### src/rtl/ex_stage_pipe_if.sv
// ex_stage_pipe_if: ID/EX operand and control bundle into the execute stage,
// plus the EX/MEM latch outputs and stall/compare results coming back.
interface ex_stage_pipe_if #(
  parameter int WIDTH    = 32,
  parameter int SHAM_W   = 5,
  parameter int REGSEL_W = 5,
  parameter int N_FWD    = 2
);
  logic                   ihit;
  logic                   flush;
  logic                   in_valid;
  logic [WIDTH-1:0]       nPC;
  logic                   dREN;
  logic                   dWEN;
  logic                   regWr;
  logic [REGSEL_W-1:0]    regDst;
  logic [WIDTH-1:0]       rdat1;
  logic [WIDTH-1:0]       rdat2;
  logic [WIDTH-1:0]       imm;
  logic [SHAM_W-1:0]      shamt;
  logic [3:0]             ALUOp;
  logic [1:0]             ALUSrc;
  logic [1:0]             fwdSelA;
  logic [1:0]             fwdSelB;
  logic [N_FWD*WIDTH-1:0] fwdData;

  logic                   busy;
  logic                   equal;
  logic                   valid_next;
  logic                   dREN_next;
  logic                   dWEN_next;
  logic                   regWr_next;
  logic [WIDTH-1:0]       nPC_next;
  logic [WIDTH-1:0]       ALUOut_next;
  logic [WIDTH-1:0]       stData_next;
  logic [REGSEL_W-1:0]    regDst_next;

  modport master (
    output ihit, flush, in_valid, nPC, dREN, dWEN, regWr, regDst,
           rdat1, rdat2, imm, shamt, ALUOp, ALUSrc, fwdSelA, fwdSelB, fwdData,
    input  busy, equal, valid_next, dREN_next, dWEN_next, regWr_next,
           nPC_next, ALUOut_next, stData_next, regDst_next
  );

  modport slave (
    input  ihit, flush, in_valid, nPC, dREN, dWEN, regWr, regDst,
           rdat1, rdat2, imm, shamt, ALUOp, ALUSrc, fwdSelA, fwdSelB, fwdData,
    output busy, equal, valid_next, dREN_next, dWEN_next, regWr_next,
           nPC_next, ALUOut_next, stData_next, regDst_next
  );
endinterface

### src/rtl/ex_stage_pipe.sv
// ex_stage_pipe: operand forwarding, ALU, EX/MEM latch and, when EX_MUL_EN is
// defined, a radix-2 shift-add multiplier that stalls the pipe via busy.
module ex_stage_pipe #(
  parameter int WIDTH    = 32,
  parameter int SHAM_W   = 5,
  parameter int REGSEL_W = 5,
  parameter int N_FWD    = 2
) (
  input logic            CLK,
  input logic            RST,
  ex_stage_pipe_if.slave bus
);
  localparam logic [3:0] OP_SLL  = 4'd0;
  localparam logic [3:0] OP_SRL  = 4'd1;
  localparam logic [3:0] OP_ADD  = 4'd2;
  localparam logic [3:0] OP_SUB  = 4'd3;
  localparam logic [3:0] OP_AND  = 4'd4;
  localparam logic [3:0] OP_OR   = 4'd5;
  localparam logic [3:0] OP_XOR  = 4'd6;
  localparam logic [3:0] OP_NOR  = 4'd7;
  localparam logic [3:0] OP_SLT  = 4'd8;
  localparam logic [3:0] OP_SLTU = 4'd9;
  localparam logic [3:0] OP_MUL  = 4'd10;

  logic [WIDTH-1:0]    op_a_s;
  logic [WIDTH-1:0]    fwd_b_s;
  logic [WIDTH-1:0]    op_b_s;
  logic [WIDTH-1:0]    alu_s;
  logic [WIDTH-1:0]    mul_res_s;
  logic                busy_s;
  logic                capture_s;

  logic                valid_r;
  logic                dren_r;
  logic                dwen_r;
  logic                regwr_r;
  logic [WIDTH-1:0]    npc_r;
  logic [WIDTH-1:0]    aluout_r;
  logic [WIDTH-1:0]    stdata_r;
  logic [REGSEL_W-1:0] regdst_r;

  // Selector 0 or any selector beyond the populated slots keeps the register value.
  function automatic logic [WIDTH-1:0] fwd_pick(
    input logic [1:0]             sel,
    input logic [WIDTH-1:0]       reg_val,
    input logic [N_FWD*WIDTH-1:0] data
  );
    logic [WIDTH-1:0] r;
    r = reg_val;
    for (int k = 1; k <= N_FWD; k++) begin
      r = (sel == 2'(k)) ? data[(k-1)*WIDTH +: WIDTH] : r;
    end
    return r;
  endfunction

  assign op_a_s    = fwd_pick(bus.fwdSelA, bus.rdat1, bus.fwdData);
  assign fwd_b_s   = fwd_pick(bus.fwdSelB, bus.rdat2, bus.fwdData);
  assign bus.equal = (op_a_s == fwd_b_s);

  // Operand B source select
  always_comb begin
    op_b_s = {WIDTH{1'b0}};
    case (bus.ALUSrc)
      2'd0:    op_b_s = fwd_b_s;
      2'd1:    op_b_s = bus.imm;
      2'd2:    op_b_s = {{(WIDTH-SHAM_W){1'b0}}, bus.shamt};
      default: op_b_s = {WIDTH{1'b0}};
    endcase
  end

  // ALU result
  always_comb begin
    alu_s = {WIDTH{1'b0}};
    case (bus.ALUOp)
      OP_SLL:  alu_s = op_a_s << op_b_s[SHAM_W-1:0];
      OP_SRL:  alu_s = op_a_s >> op_b_s[SHAM_W-1:0];
      OP_ADD:  alu_s = op_a_s + op_b_s;
      OP_SUB:  alu_s = op_a_s - op_b_s;
      OP_AND:  alu_s = op_a_s & op_b_s;
      OP_OR:   alu_s = op_a_s | op_b_s;
      OP_XOR:  alu_s = op_a_s ^ op_b_s;
      OP_NOR:  alu_s = ~(op_a_s | op_b_s);
      OP_SLT:  alu_s = {{(WIDTH-1){1'b0}}, ($signed(op_a_s) < $signed(op_b_s))};
      OP_SLTU: alu_s = {{(WIDTH-1){1'b0}}, (op_a_s < op_b_s)};
      OP_MUL:  alu_s = mul_res_s;
      default: alu_s = {WIDTH{1'b0}};
    endcase
  end

`ifdef EX_MUL_EN
  typedef enum logic [1:0] {
    S_IDLE = 2'd0,
    S_MUL  = 2'd1,
    S_DONE = 2'd2
  } mul_state_t;

  mul_state_t       state_r;
  mul_state_t       state_s;
  logic [SHAM_W-1:0] cnt_r;
  logic [WIDTH-1:0] mcand_r;
  logic [WIDTH-1:0] mplier_r;
  logic [WIDTH-1:0] prod_r;
  logic             mul_req_s;
  logic             fsm_busy_s;

  assign mul_req_s = bus.in_valid && (bus.ALUOp == OP_MUL);
  assign mul_res_s = prod_r;
  // Reset forces IDLE asynchronously, so the stall must drop with it.
  assign busy_s    = fsm_busy_s && !RST;

  // Multiplier state register
  always_ff @(posedge CLK or posedge RST) begin
    if (RST) begin
      state_r <= S_IDLE;
    end else begin
      state_r <= state_s;
    end
  end

  // Multiplier next state and stall request
  always_comb begin
    state_s    = state_r;
    fsm_busy_s = 1'b0;
    case (state_r)
      S_IDLE: begin
        fsm_busy_s = mul_req_s;
        if (bus.flush)      state_s = S_IDLE;
        else if (mul_req_s) state_s = S_MUL;
        else                state_s = S_IDLE;
      end
      S_MUL: begin
        fsm_busy_s = 1'b1;
        if (bus.flush)                          state_s = S_IDLE;
        else if (cnt_r == SHAM_W'(WIDTH - 1))   state_s = S_DONE;
        else                                    state_s = S_MUL;
      end
      S_DONE: begin
        if (bus.flush || bus.ihit) state_s = S_IDLE;
        else                       state_s = S_DONE;
      end
      default: state_s = S_IDLE;
    endcase
  end

  // Shift-add datapath: one multiplier bit per MUL cycle
  always_ff @(posedge CLK or posedge RST) begin
    if (RST) begin
      cnt_r    <= {SHAM_W{1'b0}};
      mcand_r  <= {WIDTH{1'b0}};
      mplier_r <= {WIDTH{1'b0}};
      prod_r   <= {WIDTH{1'b0}};
    end else if (state_r == S_IDLE && state_s == S_MUL) begin
      cnt_r    <= {SHAM_W{1'b0}};
      mcand_r  <= op_a_s;
      mplier_r <= op_b_s;
      prod_r   <= {WIDTH{1'b0}};
    end else if (state_r == S_MUL) begin
      cnt_r    <= cnt_r + 1'b1;
      mcand_r  <= {mcand_r[WIDTH-2:0], 1'b0};
      mplier_r <= {1'b0, mplier_r[WIDTH-1:1]};
      prod_r   <= mplier_r[0] ? (prod_r + mcand_r) : prod_r;
    end
  end
`else
  assign mul_res_s = {WIDTH{1'b0}};
  assign busy_s    = 1'b0;
`endif

  assign bus.busy = busy_s;
  assign capture_s = bus.ihit && !busy_s;

  // EX/MEM latch: flush beats capture, otherwise hold
  always_ff @(posedge CLK or posedge RST) begin
    if (RST) begin
      valid_r  <= 1'b0;
      dren_r   <= 1'b0;
      dwen_r   <= 1'b0;
      regwr_r  <= 1'b0;
      npc_r    <= {WIDTH{1'b0}};
      aluout_r <= {WIDTH{1'b0}};
      stdata_r <= {WIDTH{1'b0}};
      regdst_r <= {REGSEL_W{1'b0}};
    end else if (bus.flush) begin
      valid_r  <= 1'b0;
      dren_r   <= 1'b0;
      dwen_r   <= 1'b0;
      regwr_r  <= 1'b0;
      npc_r    <= {WIDTH{1'b0}};
      aluout_r <= {WIDTH{1'b0}};
      stdata_r <= {WIDTH{1'b0}};
      regdst_r <= {REGSEL_W{1'b0}};
    end else if (capture_s) begin
      valid_r  <= bus.in_valid;
      dren_r   <= bus.dREN && bus.in_valid;
      dwen_r   <= bus.dWEN && bus.in_valid;
      regwr_r  <= bus.regWr && bus.in_valid;
      npc_r    <= bus.nPC;
      aluout_r <= alu_s;
      stdata_r <= fwd_b_s;
      regdst_r <= bus.regDst;
    end
  end

  assign bus.valid_next  = valid_r;
  assign bus.dREN_next   = dren_r;
  assign bus.dWEN_next   = dwen_r;
  assign bus.regWr_next  = regwr_r;
  assign bus.nPC_next    = npc_r;
  assign bus.ALUOut_next = aluout_r;
  assign bus.stData_next = stdata_r;
  assign bus.regDst_next = regdst_r;
endmodule

### src/flat_wrapper.sv
// flat-port wrapper written by rule: the top's interface ports become plain ports
module ex_stage_pipe_flat 
#(
  parameter int WIDTH    = 32,
  parameter int SHAM_W   = 5,
  parameter int REGSEL_W = 5,
  parameter int N_FWD    = 2
)
  (CLK, RST, bus_ihit, bus_flush, bus_in_valid, bus_nPC, bus_dREN, bus_dWEN, bus_regWr, bus_regDst, bus_rdat1, bus_rdat2, bus_imm, bus_shamt, bus_ALUOp, bus_ALUSrc, bus_fwdSelA, bus_fwdSelB, bus_fwdData, bus_busy, bus_equal, bus_valid_next, bus_dREN_next, bus_dWEN_next, bus_regWr_next, bus_nPC_next, bus_ALUOut_next, bus_stData_next, bus_regDst_next);
  ex_stage_pipe_if #(.WIDTH(WIDTH), .SHAM_W(SHAM_W), .REGSEL_W(REGSEL_W), .N_FWD(N_FWD)) bus_i ();
  input logic CLK;
  input logic RST;
  input wire logic [$bits(bus_i.ihit)-1:0] bus_ihit;
  input wire logic [$bits(bus_i.flush)-1:0] bus_flush;
  input wire logic [$bits(bus_i.in_valid)-1:0] bus_in_valid;
  input wire logic [$bits(bus_i.nPC)-1:0] bus_nPC;
  input wire logic [$bits(bus_i.dREN)-1:0] bus_dREN;
  input wire logic [$bits(bus_i.dWEN)-1:0] bus_dWEN;
  input wire logic [$bits(bus_i.regWr)-1:0] bus_regWr;
  input wire logic [$bits(bus_i.regDst)-1:0] bus_regDst;
  input wire logic [$bits(bus_i.rdat1)-1:0] bus_rdat1;
  input wire logic [$bits(bus_i.rdat2)-1:0] bus_rdat2;
  input wire logic [$bits(bus_i.imm)-1:0] bus_imm;
  input wire logic [$bits(bus_i.shamt)-1:0] bus_shamt;
  input wire logic [$bits(bus_i.ALUOp)-1:0] bus_ALUOp;
  input wire logic [$bits(bus_i.ALUSrc)-1:0] bus_ALUSrc;
  input wire logic [$bits(bus_i.fwdSelA)-1:0] bus_fwdSelA;
  input wire logic [$bits(bus_i.fwdSelB)-1:0] bus_fwdSelB;
  input wire logic [$bits(bus_i.fwdData)-1:0] bus_fwdData;
  output wire logic [$bits(bus_i.busy)-1:0] bus_busy;
  output wire logic [$bits(bus_i.equal)-1:0] bus_equal;
  output wire logic [$bits(bus_i.valid_next)-1:0] bus_valid_next;
  output wire logic [$bits(bus_i.dREN_next)-1:0] bus_dREN_next;
  output wire logic [$bits(bus_i.dWEN_next)-1:0] bus_dWEN_next;
  output wire logic [$bits(bus_i.regWr_next)-1:0] bus_regWr_next;
  output wire logic [$bits(bus_i.nPC_next)-1:0] bus_nPC_next;
  output wire logic [$bits(bus_i.ALUOut_next)-1:0] bus_ALUOut_next;
  output wire logic [$bits(bus_i.stData_next)-1:0] bus_stData_next;
  output wire logic [$bits(bus_i.regDst_next)-1:0] bus_regDst_next;
  assign bus_i.ihit = bus_ihit;
  assign bus_i.flush = bus_flush;
  assign bus_i.in_valid = bus_in_valid;
  assign bus_i.nPC = bus_nPC;
  assign bus_i.dREN = bus_dREN;
  assign bus_i.dWEN = bus_dWEN;
  assign bus_i.regWr = bus_regWr;
  assign bus_i.regDst = bus_regDst;
  assign bus_i.rdat1 = bus_rdat1;
  assign bus_i.rdat2 = bus_rdat2;
  assign bus_i.imm = bus_imm;
  assign bus_i.shamt = bus_shamt;
  assign bus_i.ALUOp = bus_ALUOp;
  assign bus_i.ALUSrc = bus_ALUSrc;
  assign bus_i.fwdSelA = bus_fwdSelA;
  assign bus_i.fwdSelB = bus_fwdSelB;
  assign bus_i.fwdData = bus_fwdData;
  assign bus_busy = bus_i.busy;
  assign bus_equal = bus_i.equal;
  assign bus_valid_next = bus_i.valid_next;
  assign bus_dREN_next = bus_i.dREN_next;
  assign bus_dWEN_next = bus_i.dWEN_next;
  assign bus_regWr_next = bus_i.regWr_next;
  assign bus_nPC_next = bus_i.nPC_next;
  assign bus_ALUOut_next = bus_i.ALUOut_next;
  assign bus_stData_next = bus_i.stData_next;
  assign bus_regDst_next = bus_i.regDst_next;
  ex_stage_pipe #(.WIDTH(WIDTH), .SHAM_W(SHAM_W), .REGSEL_W(REGSEL_W), .N_FWD(N_FWD)) u_core (.CLK(CLK), .RST(RST), .bus(bus_i));
endmodule
### config.mk
export PLATFORM = sky130hd
export DESIGN_NAME = ex_stage_pipe_flat
export DESIGN_NICKNAME = d
export VERILOG_FILES = /design/src/rtl/ex_stage_pipe_if.sv /design/src/rtl/ex_stage_pipe.sv /design/src/flat_wrapper.sv
export SDC_FILE = /design/constraint.sdc
export NUM_CORES = 1
export LEC_CHECK = 0
export CAP_MARGIN = 20
export CORE_UTILIZATION = 25
export CTS_BUF_LIST = sky130_fd_sc_hd__clkbuf_16
export DETAILED_ROUTE_END_ITERATION = 16
export DONT_BUFFER_PORTS = 1
export MAX_ROUTING_LAYER = met4
export PLACE_DENSITY = 0.38
export SLEW_MARGIN = 20
export SYNTH_ARGS = -nofsm -noshare
export SYNTH_HDL_FRONTEND = slang
export SYNTH_SLANG_ARGS = --single-unit
### constraint.sdc
create_clock -name CLK -period 6.7 [get_ports CLK]
set_input_delay 1.005 -clock CLK [delete_from_list [all_inputs] [get_ports CLK]]
set_output_delay 1.005 -clock CLK [all_outputs]
set_load 0.005 [all_outputs]
==> run metrics <==
outcome finished clean; startpoint types input port; first-pass iteration count of the detailed router 5; kind of cell adding the most delay to the critical path compound AO/OA/AOI/OAI gates; hold violation total from the final report 0; number of buffers added to fix hold violations after cts 0; total power divided by cell area 179 nW/um2; pins over their slew limit 0; total number of H-tree levels 3; commonest non-fill, non-tap cells in the layout 291 x mux2i_1, 183 x nor2_1, 172 x a21oi_1, 148 x o21ai_0, 147 x nand2_1; portion of the post-synthesis area used by sequential elements 16.2%; DIE HEIGHT ~260 um; detailed-route DRC error count 0; average vias per placed instance between 5 and 6; Leakage about 0.0075 uW; total half-perimeter wirelength after legalization and detailed placement approximately 74000 um; min Tclk post-route ~5200 ps; average wire length per cell after detail routing around 32 um; Worst Hold Slack between 500 and 600 ps; # clock sinks approximately 110; flip-flop and latch count after synthesis 105; setup violators final 0; Max Buffers Root-to-Sink 2; antenna-violating nets left 0; sort of element at the end of the critical path flip-flop; worst hold path type flip-flop to flip-flop; CTS tree built; hold path startpoint u_core.bus.ALUOut_next[6]; critical register-to-register path endpoint u_core.bus.ALUOut_next[19]; Std-Cell Rows roughly 90; ratio of cells with drive above 1 in the final layout roughly 8%; delay of the slowest cell on the worst path approximately 670 ps; register-to-register path setup slack approximately 4500 ps; fraction of registers with async set or reset after synthesis between 90% and 100%; initial antenna violation count 5; global-route wire length before repair between 100000 and 150000 um; VDD IR-drop max approximately 140 uV; largest cells by area after synthesis mux2i_1 18%, dfrtp_1 16%, ha_1 7.9%, a21oi_1 5.3%, o21ai_0 4.6%; final-stage net count between 2k and 2.5k; leading cell type in the layout, fill and taps excluded mux2i_1; PortBufs 0; max_cap viols 0; Most common cell on crit path buf_4; vias in the first global route approximately 17k; Critical Path Slowest Stage Cell a2111oi_0; warning count from the yosys run 0; # Post-CTS Setup Buffers 0; Area growth syn-to-layout 6.98%; number of placed I/O pins between 300 and 400; per-instance average area after synthesis around 7.6 um2; period utilisation layout between 70% and 80%; setup repair after global routing missed its margin no; CTS Root Cell clkbuf_16; TNS Setup 0 ps; clock-pin transition on the worst setup and hold timing paths roughly 90 ps; capture point of the worst path u_core.bus.ALUOut_next[25]; number of buffers created by CTS 9; CP Launch Point bus_ALUSrc[0]; synthesized instance count around 2.1k; crit path buf inv count 5; largest net degree at the start of global routing between 100 and 150; data arrival time of the worst path approximately 5500 ps; Crit Path Max Fanout 29; final routed wirelength across all metal layers slightly above 90000 um; transition at the pin with the smallest max-transition slack 1220 ps; cell type contributing the most total cell area after synthesis mux2i_1; die width 256 um; cts repair resizes 0; synth unique cells between 80 and 90; Crit path required time 6990 ps; area of the core around 64000 um2; Die Footprint 65700 um2; sum of overflow across all layers after global routing 0; nets in the synthesized netlist 2464; Mapped Area 16200 um2; DRC violation total after the first TritonRoute iteration a little under 2k; worst skew pair latency approximately 400 ps; number of synthesized flops with an enable pin 0; Worst Reg2Reg Path Length in Cells 4; top cell type's share of synthesized area 18.2%; Critical Path, Cell by Cell clkinv_1 -> buf_4 -> buf_4 -> a21o_1 -> o21ai_4 -> inv_2 -> ha_1 -> nor2_1 -> a221o_1 -> a2111oi_0 -> buf_4 -> nor2_1 -> o211ai_1 -> nand3_1 -> mux2_2 -> nand4_1 -> a221o_1; WS Path Type input port to flip-flop; r2r startpoint u_core.bus.ALUOut_next[19]; gp weighted congestion about 1; peak clock frequency supported by timing just under 200 MHz; overall track demand over capacity in global routing between 20% and 30%; starting density of the core ~25%; Max transition margin 16.4%; vias 17.1k; Crit. path cell count 17; setup skew after layout 0 ps; commonest register cell after synthesis dfrtp_1
-- cells by family after synthesis --
family | share of synthesized area, %
compound gates | 27.1
xor+xnor | 2.87
fa+ha+maj | 8.13
buf+inv | 6.95
flops | 16.2
mux | 21.0
other cells | 0.0232
simple gates | 17.7
-- Yosys cell counts, drive strengths merged (7+ instances only) --
master,n
o21bai,12
a21oi,172
nor2b,40
or2,35
a32oi,8
a221o,12
nand2,147
clkbuf,98
nand2b,19
nor2,184
o211ai,38
a211oi,66
nand3b,8
or3,12
o21a,10
o22ai,20
o31ai,10
a21o,19
nor3,34
a31oi,20
inv,109
and2,15
a2111oi,7
a221oi,15
dfrtp,105
xnor2,46
ha,102
mux2,34
o32ai,8
a22oi,15
nand4,13
xor2,7
o21ai,161
buf,65
nand3,60
a211o,9
mux2i,294
nor4,11
o221ai,15
-- per-layer routing --
layer  wire [um]  vias up  track usage [%]
li1            -     7665                -
met3        7020      139             5.57
met4        4110        0             11.1
met5           0        -                -
met1       39800     8453             35.8
met2       41200      819             43.1
-- through the flow --
| step | worst slack, ps | power, uW | utilization, % | std cells | cell area (um2) |
|---|---|---|---|---|---|
| 3_5_place_dp | 1150 | 2460 | 26.7 | 2875 | 17000 |
| 4_1_cts | 1570 | 3080 | 27.2 | 2891 | 17300 |
| 3_3_place_gp | 1220 | 2470 | 26.7 | 2874 | 17000 |
| 6_report | 1520 | 3100 | 27.2 | 2895 | 17300 |
| 2_1_floorplan | 1360 | 1870 | - | 2140 | 16200 |
| 5_1_grt | 1260 | 3250 | 27.2 | 2893 | 17300 |
-- worst min-delay path, stage by stage (launching register included) --
cell and delay (ps):
dfrtp_1 380, nand2_1 60, o221ai_1 60
-- how the worst min path moves through the flow --
stage,to,cells after the start,slack (ps)
floorplan,u_core.bus.ALUOut_next[5],2,480
global placement,u_core.bus.regDst_next[2],2,540
detailed placement,u_core.bus.ALUOut_next[6],2,540
CTS,u_core.bus.ALUOut_next[6],2,560
global route,u_core.bus.ALUOut_next[6],2,570
finish,u_core.bus.ALUOut_next[6],2,540
-- cell type report --
type | count | area [um2]
inverter | 113 | 427
fill | 7024 | 46200
clock buffer | 9 | 225
multi-input combinational | 1759 | 12500
antenna | 4 | 10.0
tap | 846 | 1060
clock inverter | 7 | 91.3
sequential | 105 | 2630
timing repair buffer | 52 | 393
-- power breakdown --
group          leakage (uW)  internal (uW)  switching (uW)
clock              0.000152            271             338
combinational       0.00592            583            1200
sequential          0.00141            669            41.3
-- state kept, by name, indices dropped and copies added (netlist names) --
| signal | count |
|---|---|
| u_core.bus.dREN_next | 1 |
| u_core.bus.regWr_next | 1 |
| u_core.bus.stData_next | 32 |
| u_core.bus.dWEN_next | 1 |
| u_core.bus.nPC_next | 32 |
| u_core.bus.regDst_next | 5 |
| u_core.bus.ALUOut_next | 32 |
| u_core.bus.valid_next | 1 |
Power figures use the tool's default switching activity.
